## config.mk

```make
export PLATFORM = sky130hd
export DESIGN_NAME = mkmif_burst
export DESIGN_NICKNAME = d
export VERILOG_FILES = /design/src/rtl/mkmif_burst.sv
export SDC_FILE = /design/constraint.sdc
export NUM_CORES = 1
export LEC_CHECK = 0
export CAP_MARGIN = 20
export CORE_MARGIN = 2
export CORE_UTILIZATION = 40
export CTS_CLUSTER_SIZE = 16
export DETAILED_ROUTE_END_ITERATION = 6
export PLACE_DENSITY_LB_ADDON = 0.3
export SKIP_CTS_REPAIR_TIMING = 1
export SYNTH_ARGS = -nofsm -noshare
export SYNTH_HDL_FRONTEND = slang
export SYNTH_SLANG_ARGS = --single-unit
export TNS_END_PERCENT = 10
```

## constraint.sdc

```tcl
create_clock -name clk -period 12.7 [get_ports clk]
set_input_delay 2.54 -clock clk [delete_from_list [all_inputs] [get_ports clk]]
set_output_delay 2.54 -clock clk [all_outputs]
set_load 0.01 [all_outputs]
```

## src/rtl/mkmif_burst.sv

```systemverilog
// Burst sequencer for the MKM interface core: expands one (mode, address, count)
// command into single-word read/write/init operations on the core op/ready handshake.
module mkmif_burst #(
    parameter int CNT_WIDTH = 12
) (
    input  logic                 clk,
    input  logic                 reset,
    input  logic                 cmd_start,
    input  logic [1:0]           cmd_mode,
    input  logic [15:0]          cmd_addr,
    input  logic [CNT_WIDTH-1:0] cmd_words,
    output logic                 busy,
    output logic                 done,
    input  logic [31:0]          wr_data,
    input  logic                 wr_valid,
    output logic                 wr_ready,
    output logic [31:0]          rd_data,
    output logic                 rd_valid,
    input  logic                 rd_ready,
    output logic                 mkm_read_op,
    output logic                 mkm_write_op,
    output logic                 mkm_init_op,
    input  logic                 mkm_ready,
    output logic [15:0]          mkm_addr,
    output logic [31:0]          mkm_write_data,
    input  logic [31:0]          mkm_read_data
);

    localparam logic [2:0] ST_IDLE      = 3'd0;
    localparam logic [2:0] ST_ISSUE     = 3'd1;
    localparam logic [2:0] ST_WAIT_ACK  = 3'd2;
    localparam logic [2:0] ST_WAIT_DONE = 3'd3;
    localparam logic [2:0] ST_FINISH    = 3'd4;

    localparam logic [1:0] MODE_READ  = 2'b00;
    localparam logic [1:0] MODE_WRITE = 2'b01;
    localparam logic [1:0] MODE_ZERO  = 2'b10;
    localparam logic [1:0] MODE_INIT  = 2'b11;

    localparam logic [CNT_WIDTH-1:0] CNT_ZERO = CNT_WIDTH'(0);
    localparam logic [CNT_WIDTH-1:0] CNT_ONE  = CNT_WIDTH'(1);

    logic [2:0]           state_q, state_d;
    logic [1:0]           mode_q, mode_d;
    logic [15:0]          addr_q, addr_d;
    logic [CNT_WIDTH-1:0] cnt_q, cnt_d;
    logic                 busy_q, busy_d;
    logic                 done_q, done_d;
    logic                 wr_ready_q, wr_ready_d;
    logic                 rd_valid_q, rd_valid_d;
    logic [31:0]          rd_data_q, rd_data_d;
    logic                 read_op_q, read_op_d;
    logic                 write_op_q, write_op_d;
    logic                 init_op_q, init_op_d;
    logic [15:0]          mkm_addr_q, mkm_addr_d;
    logic [31:0]          wdata_q, wdata_d;
    logic                 issue_ok_s;

    // Next-state and output computation for the burst sequencer.
    always_comb begin
        state_d    = state_q;
        mode_d     = mode_q;
        addr_d     = addr_q;
        cnt_d      = cnt_q;
        done_d     = 1'b0;
        wr_ready_d = 1'b0;
        rd_data_d  = rd_data_q;
        read_op_d  = 1'b0;
        write_op_d = 1'b0;
        init_op_d  = 1'b0;
        mkm_addr_d = mkm_addr_q;
        wdata_d    = wdata_q;

        // Consumer handshake retires the read beat regardless of state.
        if (rd_valid_q && rd_ready) begin
            rd_valid_d = 1'b0;
        end else begin
            rd_valid_d = rd_valid_q;
        end

        issue_ok_s = mkm_ready
                     && !((mode_q == MODE_WRITE) && !wr_valid)
                     && !((mode_q == MODE_READ) && rd_valid_q);

        case (state_q)
            ST_IDLE: begin
                if (cmd_start) begin
                    mode_d = cmd_mode;
                    addr_d = cmd_addr;
                    cnt_d  = cmd_words;
                    if ((cmd_mode != MODE_INIT) && (cmd_words == CNT_ZERO)) begin
                        state_d = ST_FINISH;
                    end else begin
                        state_d = ST_ISSUE;
                    end
                end else begin
                    state_d = ST_IDLE;
                end
            end
            ST_ISSUE: begin
                if (issue_ok_s) begin
                    mkm_addr_d = addr_q;
                    state_d    = ST_WAIT_ACK;
                    case (mode_q)
                        MODE_READ: begin
                            read_op_d = 1'b1;
                        end
                        MODE_WRITE: begin
                            write_op_d = 1'b1;
                            wr_ready_d = 1'b1;
                            wdata_d    = wr_data;
                        end
                        MODE_ZERO: begin
                            write_op_d = 1'b1;
                            wdata_d    = 32'h0000_0000;
                        end
                        default: begin
                            init_op_d = 1'b1;
                        end
                    endcase
                end else begin
                    state_d = ST_ISSUE;
                end
            end
            ST_WAIT_ACK: begin
                if (!mkm_ready) begin
                    state_d = ST_WAIT_DONE;
                end else begin
                    state_d = ST_WAIT_ACK;
                end
            end
            ST_WAIT_DONE: begin
                if (mkm_ready) begin
                    if (mode_q == MODE_READ) begin
                        rd_data_d  = mkm_read_data;
                        rd_valid_d = 1'b1;
                    end else begin
                        rd_data_d  = rd_data_q;
                    end
                    cnt_d  = cnt_q - CNT_ONE;
                    addr_d = addr_q + 16'd4;
                    if ((mode_q == MODE_INIT) || (cnt_q == CNT_ONE)) begin
                        state_d = ST_FINISH;
                    end else begin
                        state_d = ST_ISSUE;
                    end
                end else begin
                    state_d = ST_WAIT_DONE;
                end
            end
            ST_FINISH: begin
                done_d  = 1'b1;
                state_d = ST_IDLE;
            end
            default: begin
                state_d = ST_IDLE;
            end
        endcase

        busy_d = (state_d != ST_IDLE);
    end

    // State and registered-output flops.
    always_ff @(posedge clk or posedge reset) begin
        if (reset) begin
            state_q    <= ST_IDLE;
            mode_q     <= 2'b00;
            addr_q     <= 16'h0000;
            cnt_q      <= CNT_ZERO;
            busy_q     <= 1'b0;
            done_q     <= 1'b0;
            wr_ready_q <= 1'b0;
            rd_valid_q <= 1'b0;
            rd_data_q  <= 32'h0000_0000;
            read_op_q  <= 1'b0;
            write_op_q <= 1'b0;
            init_op_q  <= 1'b0;
            mkm_addr_q <= 16'h0000;
            wdata_q    <= 32'h0000_0000;
        end else begin
            state_q    <= state_d;
            mode_q     <= mode_d;
            addr_q     <= addr_d;
            cnt_q      <= cnt_d;
            busy_q     <= busy_d;
            done_q     <= done_d;
            wr_ready_q <= wr_ready_d;
            rd_valid_q <= rd_valid_d;
            rd_data_q  <= rd_data_d;
            read_op_q  <= read_op_d;
            write_op_q <= write_op_d;
            init_op_q  <= init_op_d;
            mkm_addr_q <= mkm_addr_d;
            wdata_q    <= wdata_d;
        end
    end

    assign busy           = busy_q;
    assign done           = done_q;
    assign wr_ready       = wr_ready_q;
    assign rd_valid       = rd_valid_q;
    assign rd_data        = rd_data_q;
    assign mkm_read_op    = read_op_q;
    assign mkm_write_op   = write_op_q;
    assign mkm_init_op    = init_op_q;
    assign mkm_addr       = mkm_addr_q;
    assign mkm_write_data = wdata_q;

endmodule

```

==> Yosys cells after proc, flatten, opt, wreduce, memory -nomap -nowiden <==
Cells that the tools add are included.
{ "word_totals": {"regBits": 120, "inputBits": 100, "output_inout_bits": 87, "wordCells": 81} }
{ "classes": {"addsub": 2, "eq_ne": 11, "muxes": 31, "n_reduce_logical": 23} }
{ "ops": {"columns": ["operator", "count"], "rows": [
  ["32-bit one-hot mux with 2 select lines", 1],
  ["16-bit two-way mux", 2],
  ["16-bit one-hot mux with 2 select lines", 1],
  ["12-bit two-way mux", 2],
  ["12-bit one-hot mux with 2 select lines", 1],
  ["1-bit two-way mux", 18],
  ["16-bit by 3-bit adder with 16-bit output (second input constant)", 1],
  ["12-bit by 1-bit equality test with 1-bit output (second input constant)", 1],
  ["12-bit logical NOT", 1],
  ["3-bit two-way mux", 4],
  ["3-bit one-hot mux with 4 select lines", 1],
  ["12-bit by 1-bit subtractor with 12-bit output (second input constant)", 1],
  ["3-bit AND reduction", 3],
  ["3-bit by 2-bit equality test with 1-bit output (second input constant)", 2],
  ["1-bit logical AND", 6],
  ["2-bit != test (second input constant)", 3],
  ["2-bit equality test (second input constant)", 2],
  ["2-bit AND reduction", 2],
  ["2-bit nonzero test", 2],
  ["3-bit by 1-bit equality test with 1-bit output (second input constant)", 1],
  ["3-bit equality test (second input constant)", 1],
  ["1-bit logical NOT", 3],
  ["3-bit logical NOT", 1],
  ["3-bit nonzero test", 1],
  ["6 further kinds", 6]
]} }

==> Depth between registers and ports, before layout <==
{ "logic_depth": {"ltp_word": 8, "depth_mapped": 8, "mapped_depth_nobuf": 6} }

==> Worst setup path after synthesis <==
Ideal clock, no wire load.
{ "synth_path": {"path_kind": "input -> register", "start": "input port cmd_start", "end": "register cnt_q[7]", "setup_time_ns": 0.127, "t_arrival_ns": 3.414, "required_ns": 12.573, "path_slack_ns": 9.158, "stages": 5, "n_path_buf": 1, "path_cell_list": "or4b_4 > nand2_2 > buf_6 > o21ai_0 > o2bb2ai_1"} }
{ "synth_via": {"elab_chain_cells": 2} }
{ "synth_rtl": {"columns": ["item", "line", "source"], "rows": [
  ["start, declared", "8", "input logic cmd_start,"],
  ["2-bit != test (no source line)", null, null],
  ["3-bit AND reduction (no source line)", null, null],
  ["end signal, assigned", "184", "cnt_q <= cnt_d;"],
  ["end, declared", "46", "logic [CNT_WIDTH-1:0] cnt_q, cnt_d;"]
]} }
No other way between the ends.
A chain may end at the register's enable or synchronous reset.

==> Worst setup path in the final report <==
{ "layout_path": {"start": "input port mkm_ready", "end": "register mkm_addr_q[11] (netlist: mkm_addr[11])"} }
{ "layout_via": {"elab_chain_cells": 3} }
{ "layout_rtl": {"columns": ["item", "line", "source"], "rows": [
  ["start, declared", "23", "input logic mkm_ready,"],
  ["1-bit logical AND", "82", "&& !((mode_q == MODE_WRITE) && !wr_valid)"],
  ["1-bit logical AND", "83", "&& !((mode_q == MODE_READ) && rd_valid_q);"],
  ["2-bit AND reduction (no source line)", null, null],
  ["end signal, assigned", "193", "mkm_addr_q <= mkm_addr_d;"],
  ["end, declared", "55", "logic [15:0] mkm_addr_q, mkm_addr_d;"]
]} }
No other way between the ends.

==> flow_summary_export.csv <==
group,metric,value,unit
yosys,yosys_warnings,0,
grt,overflow,0,
yosys,synth.top_cell.area_share,0.5484,
grt,antenna_found_initial,0,
layout,n_fill_cell,1072,
detailed_routing,via_per_inst,5.175,
floorplanning,num_rows,42,
yosys,synth.net_count,622,
sta,fmax,0.2300,GHz
setup_path,crit_path_end_kind,"flip-flop",
setup_path,cp-start-kind,"input port",
sta,slew_violations,0,
detailed_routing,drc_errors,0,
sta,fin_crit_sh,0.3424,
detailed_routing,first_pass_iters,5,
detailed_routing,drtIter0Drc,351,
detailed_routing,wl_per_cell,16.24,µm
floorplanning,dieArea,14640,µm²
yosys,ys_seq_area_frac,0.5484,
setup_path,rr_endpoint,"mkm_addr[11]",
detailed_routing,vias,4564,
place,gp_congestion,0.8069,
yosys,synth_edf_count,0,
clock_tree,tritoncts,"done",
setup_path,crit_slowest_cell,"nand3_1",
setup_path,worstPathCellList,"clkdlybuf4s50_1, and4bb_2, nand3_1, mux2_2",
detailed_routing,routed_wl,14330,µm
layout,diodes,0,
power_and_ir_drop,power.density,250.4,nW/µm²
sta,rsz0062_at_grt,"false",
yosys,ys_async_sr_fraction,1.000,
layout,finalNonFillerCells,882,
yosys,synth_cell_type_count,51,
clock_tree,clock-sinks,120,
place,dp_hpwl,10170,µm
sta,skew,0.009094,ns
run,max_cap_viol_count,0,
yosys,ys_ff_latch,120,
yosys,syn_area_per_cell,10.63,µm²
setup_path,required,12.99,ns
power_and_ir_drop,leakagePower,3.435,nW
grt,first_global_vias,4488,
clock_tree,htreeDepth,4,
setup_path,crit_end,"mkm_addr[11]",
sta,relSlewSlack,0.3358,
floorplanning,ioPinCount,187,
power_and_ir_drop,vdd_drop_max,98.88,µV
power_and_ir_drop,power.total,2.036,mW
sta,period_minus_slack,4.349,ns
floorplanning,start_util,0.4118,
setup_path,cp_slowest_stage_delay,0.69,ns
yosys,syn_inst,515,
floorplanning,die_w,121.0,µm
floorplanning,die_y,121.0,µm
setup_path,ff2ff_setup_slack,10.43,ns
grt,grt_pass1_wl,22710,µm
clock_tree,clockBufferDepth,2,
yosys,synth_largest_area_cell,"dfrtp_1",
setup_path,crit_fanout,21,
clock_tree,clk_pin_slew,0.05,ns
layout,syn_to_final_growth,48.49,%
layout,drive_gt1_frac,0.1360,
floorplanning,core-area,13300,µm²
clock_tree,numCtsBuffers,17,
yosys,synth-main-ff-cell,"dfrtp_1",
grt,grt_usage,0.1994,
sta,setup-violations-final,0,
layout,nNetsFinal,800,
run_status,status,"finished clean",
yosys,synth_area_leaders,"dfrtp_1 (55%), mux2_2 (9.7%), o21ai_0 (5.1%), nand2_1 (3.9%), nand2b_1 (3.9%)",
clock_tree,clock_latency,0.41,ns
detailed_routing,detail-route-antenna-nets,0,
sta,tns,0,ns
grt,grt_start_max_net_pins,76,
setup_path,critical_path_class,"in -> reg",
yosys,syn_area,5475,µm²
clock_tree,clockRootBuffer,"clkbuf_16",
place,portBuffers,186,
sta,hold_viol,0,
setup_path,startpoint,"mkm_ready",
setup_path,worst-endpoint-arrival,4.64,ns
sta,tightest_slew,0.9936,ns
setup_path,rr_startpoint,"state_q[1]",
place,placed_cells,849,
setup_path,r2r_cells,3,
hold_path,hp-class,"reg -> reg",
==> worst min path at each step <==
| stage | end | from | slack, ns | cells past startpoint |
|---|---|---|---|---|
| global placement | addr_q[0] | addr_q[0] | 0.45 | 2 |
| CTS | addr_q[0] | addr_q[0] | 0.48 | 2 |
| global route | mkm_write_data[20] | mkm_write_data[20] | 0.51 | 2 |
| floorplan | addr_q[0] | addr_q[0] | 0.44 | 2 |
| detailed placement | addr_q[0] | addr_q[0] | 0.46 | 2 |
| finish | addr_q[0] | addr_q[0] | 0.47 | 2 |
==> power by group <==
part | internal [mW] | switching [mW]
sequential | 0.555 | 0.134
combinational | 0.439 | 0.364
clock | 0.377 | 0.167
==> critical path: cells and delay by family <==
family / cells / cell delay (ns)
muxes: 1 / 0.56
buffers and inverters: 1 / 0.57
and+or+nand+nor: 2 / 0.96
==> metrics by stage <==
| step | utilization | hold slack [ns] | area [µm²] | worst slack, ns |
|---|---|---|---|---|
| 2_1_floorplan | - | 0.4404 | 5475 | 6.974 |
| 3_3_place_gp | 0.5595 | 0.4534 | 7438 | 8.037 |
| 3_5_place_dp | 0.5595 | 0.4627 | 7438 | 7.930 |
| 4_1_cts | 0.6104 | 0.4767 | 8115 | 8.376 |
| 5_1_grt | 0.6115 | 0.5057 | 8130 | 8.266 |
| 6_report | 0.6115 | 0.4721 | 8130 | 8.351 |
==> layer usage <==
metal	GRT usage	routed length [µm]	vias up	part of all wire
li1	-	-	2183	-
met1	0.2532	6115	2152	0.43
met2	0.3265	6954	206	0.49
met3	0.05216	1035	23	0.072
met4	0.07485	221	0	0.015
met5	0	0	-	0
==> cells in the final DEF, fill, tap and decap left out, types with 4 or more instances in the layout <==
cell type,instances
a21oi_1,24
a2bb2oi_1,7
and2_1,5
buf_4,5
bufinv_16,6
clkbuf_16,17
clkdlybuf4s50_1,186
clkinv_2,4
dfrtp_1,120
ha_1,7
inv_1,13
mux2_2,47
nand2_1,57
nand2b_1,34
nand3_1,17
nand4_1,7
nor2_1,22
nor3_1,5
nor4_1,7
o21ai_0,56
o22ai_1,7
==> logic make-up after synthesis <==
kind of cell,count (synthesis),share of synthesized area
buffers and inverters,47,0.03862
AND/OR/NAND/NOR,173,0.1670
AO/OA/AOI/OAI,121,0.1332
multiplexers,47,0.09666
flip-flops,120,0.5484
adder cells (fa/ha/maj),7,0.01600
==> final cells by class <==
class | count | area (µm²) | share of cell area
flip-flops and latches | 120 | 3003 | 0.3693
multi-input cells | 348 | 2261 | 0.2781
repair buffers | 192 | 1914 | 0.2355
clock buffers | 19 | 452.9 | 0.05571
clock inverters | 13 | 224.0 | 0.02755
well taps | 176 | 220.2 | 0.02709
inverters | 14 | 55.05 | 0.006771
==> cell usage after synthesis (3+ instances only) <==
master	count
clkbuf_1	15
and4_1	3
nor3_1	5
dfrtp_1	120
o21ai_0	56
mux2_2	47
buf_2	16
nand3_1	17
nor2_1	22
a21oi_1	24
nor4_1	7
ha_1	7
o22ai_1	7
o21ai_1	3
nand2_1	57
nand4_1	7
a2bb2oi_1	7
a22oi_1	3
and2_1	5
nand2b_1	34
inv_1	14
==> registers in the layout, indices dropped and copies added (netlist names), 2 cells and up <==
register and count:
cnt_q 12, rd_data 32, mode_q 2, state_q 3, addr_q 16, mkm_write_data 32, mkm_addr 16
Note: power is estimated with default switching activity, not from simulation.
